$ cat src/rtl/softplus_vec_seq.sv
// softplus_vec_seq: walks a vector held in an input buffer through one shared
// softplus unit, one element at a time, and writes each result to an output
// buffer. Data is passed through untouched; this block only sequences.
module softplus_vec_seq #(
    parameter int unsigned N     = 16,  // data word width
    parameter int unsigned Q     = 12,  // fractional bits (carried for the datapath, unused here)
    parameter int unsigned DEPTH = 8,   // maximum vector length
    parameter int unsigned AW    = 3,   // buffer address width
    parameter int unsigned LAT   = 4    // sp_start to valid sp_y, in cycles
) (
    input  logic          clk,
    input  logic          rst,
    input  logic          req,
    input  logic [AW:0]   len,
    output logic          busy,
    output logic          done,
    output logic [AW-1:0] rd_addr,
    input  logic [N-1:0]  rd_data,
    output logic          sp_start,
    output logic [N-1:0]  sp_x,
    input  logic [N-1:0]  sp_y,
    output logic          wr_en,
    output logic [AW-1:0] wr_addr,
    output logic [N-1:0]  wr_data
);

    // Wait counter only needs to reach LAT-1.
    localparam int unsigned CW = (LAT > 1) ? $clog2(LAT) : 1;
    localparam logic [CW-1:0] CntLast = CW'(LAT - 1);
    localparam logic [AW:0]   DepthW  = (AW + 1)'(DEPTH);

    // A misconfigured instance never starts, rather than sequencing garbage.
    localparam bit ParamsOk = (Q < N) && (DEPTH >= 1) && (DEPTH <= (1 << AW)) && (LAT >= 1);

    typedef enum logic [2:0] {
        StIdle,
        StRead,
        StIssue,
        StWait,
        StWrite,
        StDone
    } state_e;

    state_e          state_q, state_d;
    logic [AW-1:0]   idx_q, idx_d;
    logic [AW:0]     len_q, len_d;
    logic [CW-1:0]   cnt_q, cnt_d;
    logic [N-1:0]    sp_x_q, sp_x_d;
    logic            last_elem;

    assign last_elem = ({1'b0, idx_q} == (len_q - (AW + 1)'(1)));

    // State and datapath registers, synchronous active-high reset.
    always_ff @(posedge clk) begin
        if (rst) begin
            state_q <= StIdle;
            idx_q   <= '0;
            len_q   <= '0;
            cnt_q   <= '0;
            sp_x_q  <= '0;
        end else begin
            state_q <= state_d;
            idx_q   <= idx_d;
            len_q   <= len_d;
            cnt_q   <= cnt_d;
            sp_x_q  <= sp_x_d;
        end
    end

    // Next-state and output decode.
    always_comb begin
        state_d  = state_q;
        idx_d    = idx_q;
        len_d    = len_q;
        cnt_d    = cnt_q;
        sp_x_d   = sp_x_q;
        busy     = 1'b0;
        done     = 1'b0;
        sp_start = 1'b0;
        wr_en    = 1'b0;
        rd_addr  = '0;
        wr_addr  = '0;
        wr_data  = '0;
        sp_x     = sp_x_q;

        case (state_q)
            StIdle: begin
                if (req && ParamsOk) begin
                    len_d   = (len > DepthW) ? DepthW : len;
                    idx_d   = '0;
                    state_d = (len == '0) ? StDone : StRead;
                end
            end

            StRead: begin
                busy    = 1'b1;
                rd_addr = idx_q;
                state_d = StIssue;
            end

            StIssue: begin
                busy     = 1'b1;
                sp_start = 1'b1;
                // Forward the fresh operand alongside the start pulse, then hold
                // the registered copy until the next element is issued.
                sp_x     = rd_data;
                sp_x_d   = rd_data;
                cnt_d    = '0;
                state_d  = StWait;
            end

            StWait: begin
                busy  = 1'b1;
                cnt_d = cnt_q + CW'(1);
                if (cnt_q == CntLast) begin
                    state_d = StWrite;
                end
            end

            StWrite: begin
                busy    = 1'b1;
                wr_en   = 1'b1;
                wr_addr = idx_q;
                wr_data = sp_y;
                if (last_elem) begin
                    state_d = StDone;
                end else begin
                    idx_d   = idx_q + AW'(1);
                    state_d = StRead;
                end
            end

            StDone: begin
                done    = 1'b1;
                state_d = StIdle;
            end

            default: begin
                state_d = StIdle;
            end
        endcase
    end

endmodule

$ cat config.mk
export PLATFORM = sky130hd
export DESIGN_NAME = softplus_vec_seq
export DESIGN_NICKNAME = d
export VERILOG_FILES = /design/src/rtl/softplus_vec_seq.sv
export SDC_FILE = /design/constraint.sdc
export NUM_CORES = 1
export LEC_CHECK = 0
export BUFFER_PORTS_ARGS = -buffer_cell sky130_fd_sc_hd__buf_2
export CAP_MARGIN = 30
export CORE_MARGIN = 10
export CORE_UTILIZATION = 40
export DETAILED_ROUTE_END_ITERATION = 10
export PLACE_DENSITY = 0.84
export SYNTH_ARGS = -nofsm -noshare
export SYNTH_HDL_FRONTEND = slang
export SYNTH_SLANG_ARGS = --single-unit
$ cat constraint.sdc
create_clock -name clk -period 1.9 [get_ports clk]
set_clock_uncertainty 0.15 [all_clocks]
set_input_delay 0.095 -clock clk [delete_from_list [all_inputs] [get_ports clk]]
set_output_delay 0.095 -clock clk [all_outputs]
set_load 0.005 [all_outputs]
==> flow_metrics.py, run 1 <==
metrics = {
    "cells_and_area": {
        "nFillCells": 323,
        "drive_gt1_frac": 0.4733,
        "antenna_cells": 0,
        "nets": 286,
        "syn_to_final_growth_pct": 37.41,
        "seqCellArea_sq_um": 564.3,
        "final_cells": 291,
        "multi_input_area_sq_um": 899.6,
    },
    "global_route": {
        "use_met1": 0.1181,
        "met3_usage": 0.04039,
        "grt.busiest_layer": "met2",
        "grt_remaining_overflow": 0,
        "antenna_found_initial": 0,
        "grtUsageMet2": 0.1951,
        "grt_pass1_vias": 1264,
        "grt_max_degree": 30,
        "grt.total_usage": 0.1086,
        "grt_first_pass_wirelength_microns": 5878,
    },
    "detailed_routing": {
        "vias": 1341,
        "antenna_left": 0,
        "wl_microns": 3864,
        "drtIter0Drc": 38,
        "via_per_inst": 4.608,
        "remaining_drc_errors": 0,
        "drt_pass1_iterations": 5,
        "route.detailed.wl_per_inst_microns": 13.28,
    },
    "yosys": {
        "yosysTopAreaCell": "dfxtp_1",
        "synthesis.area_sq_um": 1525,
        "syn_nets": 201,
        "syn-instance-count": 159,
        "synthArstFlopShare": 0,
        "synthAdderAreaFrac": 0.02461,
        "ys_seq_elements": 28,
        "muxShareOfSynthArea": 0.1403,
        "post-synth-top-area-fraction": 0.3675,
        "synth_compound_area_frac": 0.06153,
        "syn_avg_cell_area_sq_um": 9.593,
        "synthTopCellsByCount": "28 x dfxtp_1, 22 x and2_1, 10 x nand2_1",
        "synthSimpleGateAreaFrac": 0.3142,
        "yosysUniqueCellTypes": 35,
        "ys_seq_area_frac": 0.3675,
        "synth_top_family_by_area": "simple AND/OR/NAND/NOR gates",
        "yosysMostFrequentCell": "dfxtp_1",
        "synth-xor-area-share": 0.04922,
        "synth_area_leaders": "dfxtp_1 37%, and2_1 9.0%, mux2_4 8.9%",
        "ys_warn_count": 0,
        "synth-edff-count": 0,
        "ys.flop_type": "dfxtp_1",
    },
    "setup_path": {
        "r2r_slack_ps": 150,
        "crit_path_max_fanout": 12,
        "max_stage_delay_ps": 400,
        "required_ps": 1650,
        "path_buf_inv": 2,
        "arrival_ps": 1550,
        "cp-end-kind": "output pin",
        "startpoint_type": "flip-flop",
        "path_cells": "nor3_4, buf_4, mux2_4, buf_2",
        "reg2reg_to": "idx_q[0]",
        "rr_startpoint": "len_q[0]",
        "reg2regPathDepth": 7,
        "crit_path_top_delay_cell": "dfxtp_2",
        "path_class": "reg -> out",
        "cp_top_family": "flip-flops",
    },
    "sta": {
        "worst_pin_slew_ps": 468.6,
        "whs_ps": 10.11,
        "slew_headroom": 0.6876,
        "post-route-period-util": 0.9432,
        "period_needed_ps": 1792,
        "hold_violations": 0,
        "tns_ps": 0,
        "rsz0062_at_grt": "false",
        "fmax_mhz": 558.0,
        "finalSetupViolations": 0,
        "drv_slew": 0,
    },
    "job": {
        "cap_violations": 0,
    },
    "worst_hold_path": {
        "hold_path.class": "in -> reg",
        "whs_endpoint": "sp_x_q[11]",
        "min_path_cells": 3,
        "min_from": "rd_data[11]",
    },
    "pwr": {
        "pwr_density_cell_nw_per_um2": 679.9,
        "peakVddDrop_mv": 0.3846,
        "leakage_nw": 1.103,
    },
    "placement": {
        "dp_cells": 282,
        "dp_hpwl_microns": 3072,
        "gp_congestion": 0.7410,
        "port_buffers": 80,
    },
    "floorplan": {
        "initial_utilization": 0.4166,
        "die_x_microns": 81.75,
        "die_h_microns": 81.75,
        "io_pins": 81,
        "num_rows": 22,
        "core_area_sq_um": 3661,
        "dieArea_sq_um": 6683,
    },
    "clocking": {
        "cts.path.max_buffers": 2,
        "clkSinkCount": 28,
        "cts_htree_levels": 1,
        "clk_latency_ps": 270,
        "clock-root-buffer": "clkbuf_8",
        "tritoncts": "built",
        "numCtsBuffers": 3,
        "clk_pin_slew_worst_paths_ps": 90,
    },
    "run_status": {
        "status": "completed",
    },
}
[cell families (layout without fill, tap and decap cells)]
kind of cell | count (synthesis) | after routing
simple gates | 77 | 77
flops | 28 | 28
mux | 16 | 16
compound gates | 15 | 15
buf+inv | 13 | 97
xor+xnor | 7 | 7
fa+ha+maj | 3 | 3
[report_power, final]
group | switching (mW) | internal [mW]
clock network | 0.181 | 0.282
logic | 0.139 | 0.177
registers | 0.0251 | 0.621
[through the flow]
step	utilization	setup WS (ps)	total power, mW	cell area, sq um
final	0.5725	108.0	1.425	2096
after floorplan	-	230.8	0.8510	1525
after CTS	0.5684	0.1089	1.441	2081
after global placement	0.5379	183.9	0.9571	1969
after global routing	0.5725	3.803	1.497	2096
after detailed placement	0.5379	137.3	0.9659	1969
[cell type report]
class                      count  area share
inverter                       3    0.005373
tap                           48     0.02866
multi-input combinational    118      0.4293
clock inverter                 1     0.01433
clock buffer                   3     0.01970
timing repair buffer          90      0.2334
sequential                    28      0.2693
[per-layer routing]
layer | vias to the layer above | part of all wire
met5 | - | 0
met4 | 0 | 0.0065
met3 | 4 | 0.092
met2 | 40 | 0.49
met1 | 595 | 0.41
li1 | 702 | -
[cell usage in the layout, fill, tap and decap left out, drive strengths merged, types with 3 or more instances in the layout]
cell type,netlist,final
and2b,9,9
and3,3,3
nand2,10,10
nor3b,3,3
nor4,3,3
buf,3,86
nor2,7,7
dlygate4sd3,0,4
nand3b,5,5
ha,3,3
o21ai,4,4
and2,22,22
dfxtp,28,28
nor2b,7,7
clkbuf,7,3
a21oi,7,7
mux2,16,16
nor3,4,4
inv,3,3
xor2,5,5
[repair_timing]
item                                    in CTS  in global routing
buffers inserted                             0                  1
hold endpoints to repair                     4                  0
hold buffers                                 4                  0
gates resized for setup                      0                  4
endpoints found under the setup margin       0                 17
[registers in the layout, summed over array words and instances, names as in the netlist]
name and count:
len_q 4, sp_x_q 16, cnt_q 2, idx_q 3
state_q 3
[worst min-delay path: cells and delay by family]
kind,cells,cell delay (ps)
buffers and inverters,1,70
and+or+nand+nor,1,110
muxes,1,130
[how the worst max path moves through the flow]
stage	from	cells after the start	end	slack [ps]
detailed placement	len_q[0]	7	idx_q[0]	140
global placement	len_q[0]	7	idx_q[0]	180
global route	state_q[1]	5	sp_x[10]	4
floorplan	len_q[0]	7	idx_q[0]	230
CTS	state_q[0]	4	sp_x[2]	0.1
finish	state_q[0]	4	sp_x[9]	110
Power figures use the tool's default switching activity.
==> inputs of run 2 (changes only) <==
- GPL_TIMING_DRIVEN: not set -> 0
- HOLD_SLACK_MARGIN: not set -> 0.08
==> run 2 against run 1 <==
  * Sequential power is 0.8% lower
  * First-iteration DRC count decreased by 5.3%
  * Fmax down 5.6%
  * Die area stayed put
  * Setup slack worse by 110 ps
  * Final area up 12%
  * Non-clock buffer count increased by 25
  * Largest power group unchanged
  * Clock power decreased by 20%
  * Routed wire length rose by 15%
  * Combinational power up 24%
  * Largest cell class unchanged
  * Count of clock-buffer cells in the layout grew 1
==> flow_metrics.py, run 2 (synthesized netlist as in run 1, its figures left out) <==
metrics = {
    "run_status": {
        "status": "completed",
    },
    "detailed_routing": {
        "vias": 1466,
        "antenna_left": 0,
        "drt_pass1_iterations": 4,
        "route.detailed.wl_per_inst_microns": 14.10,
        "via_per_inst": 4.639,
        "wl_microns": 4457,
        "remaining_drc_errors": 0,
        "drtIter0Drc": 36,
    },
    "setup_path": {
        "cp-end-kind": "output pin",
        "path_cells": "inv_4, nor3_4, buf_4, mux2_2, buf_2",
        "required_ps": 1650,
        "path_class": "reg -> out",
        "crit_path_top_delay_cell": "dfxtp_2",
        "crit_path_max_fanout": 4,
        "max_stage_delay_ps": 380,
        "startpoint_type": "flip-flop",
        "arrival_ps": 1650,
    },
    "clocking": {
        "tritoncts": "built",
        "clkSinkCount": 28,
        "cts.path.max_buffers": 2,
        "numCtsBuffers": 3,
        "clk_latency_ps": 280,
        "cts_htree_levels": 1,
        "clk_pin_slew_worst_paths_ps": 90,
        "clock-root-buffer": "clkbuf_8",
    },
    "job": {
        "cap_violations": 0,
    },
    "cells_and_area": {
        "final_cell_mix": "74 x buf_2, 25 x dfxtp_1, 22 x and2_1, 22 x dlygate4sd3_1, 11 x mux2_4",
        "largest_register": "sp_x_q",
        "syn_to_final_growth_pct": 54.23,
        "largest_reg_flops": 16,
        "antenna_cells": 0,
        "final_core_util": 0.6425,
        "final_cells": 316,
        "reg_top3": "sp_x_q x16, len_q x4",
        "nets": 311,
        "drive_gt1_frac": 0.4403,
        "layout_commonest_cell": "buf_2",
    },
    "pwr": {
        "pwr-share-seq": 0.457,
        "swShare": 0.2612,
        "switchingPower_mw": 0.3668,
        "leakage_nw": 1.203,
        "pwr_density_cell_nw_per_um2": 597.0,
        "peakVddDrop_mv": 0.6111,
        "combPwrFrac": 0.279,
        "clkPwrFrac": 0.264,
        "intPower_mw": 1.037,
    },
    "placement": {
        "dp_hpwl_microns": 3175,
        "port_buffers": 79,
        "gp_congestion": 0.7778,
        "dp_cells": 286,
    },
    "global_route": {
        "grt_max_degree": 16,
        "grt_remaining_overflow": 0,
        "grt_first_pass_wirelength_microns": 6810,
        "grt_pass1_vias": 1387,
        "antenna_found_initial": 0,
        "grt.total_usage": 0.1271,
    },
    "floorplan": {
        "initial_utilization": 0.4166,
        "num_rows": 22,
        "die_x_microns": 81.75,
        "die_h_microns": 81.75,
        "dieArea_sq_um": 6683,
        "io_pins": 81,
        "core_area_sq_um": 3661,
    },
    "sta": {
        "slew_headroom": 0.6964,
        "period_needed_ps": 1898,
        "rsz0062_at_grt": "true",
        "tns_ps": 0,
        "finalSetupViolations": 0,
        "worst_pin_slew_ps": 455.4,
        "fmax_mhz": 526.9,
        "hold_violations": 0,
        "post-route-period-util": 0.9989,
        "drv_slew": 0,
    },
    "worst_hold_path": {
        "hold_path.class": "in -> out",
    },
}
==> run 2: changes by cell type in the layout (fill, tap and decap cells not counted), moves of 2 or more <==
cell and change:
buf_2 -6, buf_4 -3, buf_6 +9, clkbuf_1 +5
clkbuf_2 +2, dlygate4sd3_1 +18, mux2_2 -2, mux2_4 +2
==> run 2: area by class of cell <==
type / instances / area [sq um]
Buffer: 10 / 56.30
Clock buffer: 4 / 55.05
Fill cell: 304 / 1309
Inverter: 3 / 13.76
Multi-Input combinational cell: 118 / 912.1
Sequential cell: 28 / 564.3
Tap cell: 48 / 60.06
Timing Repair Buffer: 105 / 690.7
==> run 2: timing repair <==
action,in CTS,in global routing
setup buffers,2,1
hold buffers,22,0
cloned,0,1
hold endpoints to repair,21,0
setup endpoints to repair,18,41
pin swaps,1,0
gates resized for setup,1,19
==> run 2: metrics by stage <==
stage | instance area (sq um) | total power, mW | hold WS (ps) | setup WS, ps
after detailed placement | 1981 | 0.9700 | 224.0 | 98.16
after CTS | 2272 | 1.380 | 309.1 | 0.3167
final | 2352 | 1.404 | 307.1 | 2.140
after global placement | 1981 | 0.9616 | 218.8 | 150.0
after floorplan | 1525 | 0.8510 | 80.97 | 230.8
after global routing | 2352 | 1.484 | 325.0 | -55.84
==> run 2: worst paths after layout <==
kind / startpoint / end / slack (ps) / cells past startpoint
worst max-delay path: state_q[1] / sp_x[15] / 2 / 5
worst min-delay path: sp_y[8] / wr_data[8] / 310 / 3
worst max register to register: len_q[0] / idx_q[0] / 130 / 7
worst min register to register: cnt_q[1] / cnt_q[1] / 320 / 2
==> run 2: per-layer routing <==
layer,global-route usage,up-vias,part of all wire
li1,-,748,-
met1,0.1409,661,0.39
met2,0.2296,52,0.52
met3,0.04039,5,0.081
met4,0.03061,0,0.0085
met5,0,-,0
==> run 2: power groups by stage <==
stage	clock network (mW)	logic (mW)	registers, mW
6_report	0.370	0.392	0.642
3_5_place_dp	0	0.315	0.655
3_3_place_gp	0	0.309	0.652
5_1_grt	0.408	0.429	0.646
2_1_floorplan	0	0.201	0.650
4_1_cts	0.382	0.358	0.641
==> run 2: worst max-delay path: cells and delay by family (launching register included) <==
family	cells	cell delay, ps
flops	1	380
buf+inv	3	380
mux	1	330
simple gates	1	280
==> inputs of run 3 (changes only) <==
- MAX_ROUTING_LAYER: not set -> met4
- PLACE_DENSITY: 0.84 -> 0.73
==> run 3 against run 2 <==
  * Critical endpoint is now sp_x[12]
  * Largest cell class unchanged
  * Power grew 7.6%
  * Final area grew 1.3%
  * Sequential share of layout area shrank 0.30 points
  * Core utilization grew 0.82 points
==> flow_metrics.py, run 3 (synthesized netlist as in run 1, its figures left out) <==
metrics = {
    "detailed_routing": {
        "drtIter0Drc": 34,
        "drt_pass1_iterations": 4,
        "route.detailed.wl_per_inst_microns": 13.78,
        "remaining_drc_errors": 0,
        "wl_microns": 4353,
        "via_per_inst": 4.595,
        "vias": 1452,
        "antenna_left": 0,
    },
    "setup_path": {
        "cp-end-kind": "output pin",
        "crit_path_top_delay_cell": "dfxtp_1",
        "crit_path_max_fanout": 10,
        "path_buf_inv": 2,
        "worstSetupPathDepth": 4,
        "arrival_ps": 1610,
        "cp_top_family": "flip-flops",
        "required_ps": 1650,
        "cp-startpoint": "state_q[2]",
        "cp-endpoint": "sp_x[12]",
        "max_stage_delay_ps": 380,
        "r2r_slack_ps": 130,
        "reg2regPathDepth": 7,
        "path_cells": "nor3_4, buf_6, mux2_4, buf_6",
        "startpoint_type": "flip-flop",
        "rr_startpoint": "len_q[0]",
        "reg2reg_to": "idx_q[0]",
        "cpMostUsedCell": "buf_6",
        "path_class": "reg -> out",
    },
    "job": {
        "cap_violations": 0,
    },
    "worst_hold_path": {
        "hold_path.class": "in -> out",
    },
    "cells_and_area": {
        "syn_to_final_growth_pct": 56.19,
        "final_cells": 316,
        "drive_gt1_frac": 0.4328,
        "largest_register": "sp_x_q",
        "layout_commonest_cell": "buf_2",
        "final_core_util": 0.6507,
        "largest_reg_flops": 16,
        "reg_top3": "sp_x_q x16, len_q x4",
        "antenna_cells": 0,
        "final_cell_mix": "71 x buf_2, 27 x dfxtp_1, 22 x and2_1, 22 x dlygate4sd3_1, 12 x buf_6",
        "nets": 311,
        "postLayoutCellArea_sq_um": 2382,
    },
    "global_route": {
        "grt_pass1_vias": 1354,
        "antenna_found_initial": 0,
        "grt_remaining_overflow": 0,
        "grt_first_pass_wirelength_microns": 6430,
        "grtUsageMet2": 0.2187,
        "grt_max_degree": 17,
        "use_met1": 0.1316,
        "grt.busiest_layer": "met2",
        "met3_usage": 0.03712,
        "grt.total_usage": 0.1236,
    },
    "sta": {
        "setup_slack_ps": 42.68,
        "worst_pin_slew_ps": 471.1,
        "finalSetupViolations": 0,
        "period_needed_ps": 1857,
        "tns_ps": 0,
        "whs_ps": 308.2,
        "rsz0062_at_grt": "true",
        "slew_headroom": 0.6859,
        "post-route-period-util": 0.9775,
        "drv_slew": 0,
        "fmax_mhz": 538.4,
        "hold_violations": 0,
    },
    "pwr": {
        "peakVddDrop_mv": 0.3696,
        "pwr_density_cell_nw_per_um2": 634.5,
        "total_power_mw": 1.511,
        "leakage_nw": 1.208,
    },
    "placement": {
        "port_buffers": 79,
        "dp_hpwl_microns": 3180,
        "dp_cells": 286,
        "place_area_sq_um": 1981,
        "pre_cts_ws_ps": 116.1,
        "gp_congestion": 0.8219,
    },
    "floorplan": {
        "die_h_microns": 81.75,
        "dieArea_sq_um": 6683,
        "initial_utilization": 0.4166,
        "die_x_microns": 81.75,
        "io_pins": 81,
        "num_rows": 22,
        "core_area_sq_um": 3661,
    },
    "clocking": {
        "clk_pin_slew_worst_paths_ps": 100,
        "cts.path.max_buffers": 2,
        "numCtsBuffers": 3,
        "cts_htree_levels": 1,
        "tritoncts": "built",
        "clkSinkCount": 28,
        "clk_latency_ps": 280,
        "clock-root-buffer": "clkbuf_8",
    },
    "run_status": {
        "status": "completed",
    },
}
==> run 3: cell types whose count changed in the layout (fill, tap and decap cells not counted) <==
cell | before | now
mux2_2 | 5 | 7
nor3b_4 | 0 | 1
clkbuf_8 | 4 | 3
dfxtp_2 | 3 | 0
mux2_4 | 11 | 9
dfxtp_4 | 0 | 1
buf_6 | 10 | 12
buf_2 | 74 | 71
nor3b_2 | 2 | 1
bufinv_16 | 0 | 1
buf_4 | 2 | 3
dfxtp_1 | 25 | 27
==> run 3: final cells by class <==
type | instances | area [sq um]
buffer | 10 | 56.30
clock buffer | 3 | 41.29
clock inverter | 1 | 30.03
fill | 306 | 1279
inverter | 3 | 13.76
multi-input combinational | 118 | 910.9
sequential | 28 | 564.3
tap | 48 | 60.06
timing repair buffer | 105 | 705.7
==> run 3: how the worst min path moves through the flow <==
stage	start	endpoint	cells after the start
CTS	sp_y[11]	wr_data[11]	3
detailed placement	len[3]	len_q[3]	3
finish	sp_y[11]	wr_data[11]	3
floorplan	len[3]	len_q[3]	2
global placement	len[3]	len_q[3]	3
global route	sp_y[11]	wr_data[11]	3
==> run 3: worst min-delay path: stages <==
cell and delay [ps]:
buf_2 70, and2_1 90, buf_2 100
==> run 3: report_power, final <==
| part | switching, mW | internal (mW) | leakage (nW) | total, mW |
|---|---|---|---|---|
| Clock | 0.192 | 0.282 | 0.0357 | 0.474 |
| Sequential | 0.0212 | 0.620 | 0.229 | 0.642 |
| Combinational | 0.163 | 0.233 | 0.944 | 0.396 |
==> run 3: what timing repair did <==
action | in CTS | in global routing
endpoints found under the setup margin | 13 | 36
pin swaps | 1 | 0
gates resized for setup | 2 | 16
hold endpoints to repair | 22 | 0
hold buffers | 22 | 0
setup buffers | 2 | 2
==> run 3: layer usage <==
metal / share of wire / vias up
met2: 0.51 / 52
met5: 0 / -
met4: 0.0062 / 0
met3: 0.097 / 4
met1: 0.39 / 641
li1: - / 755
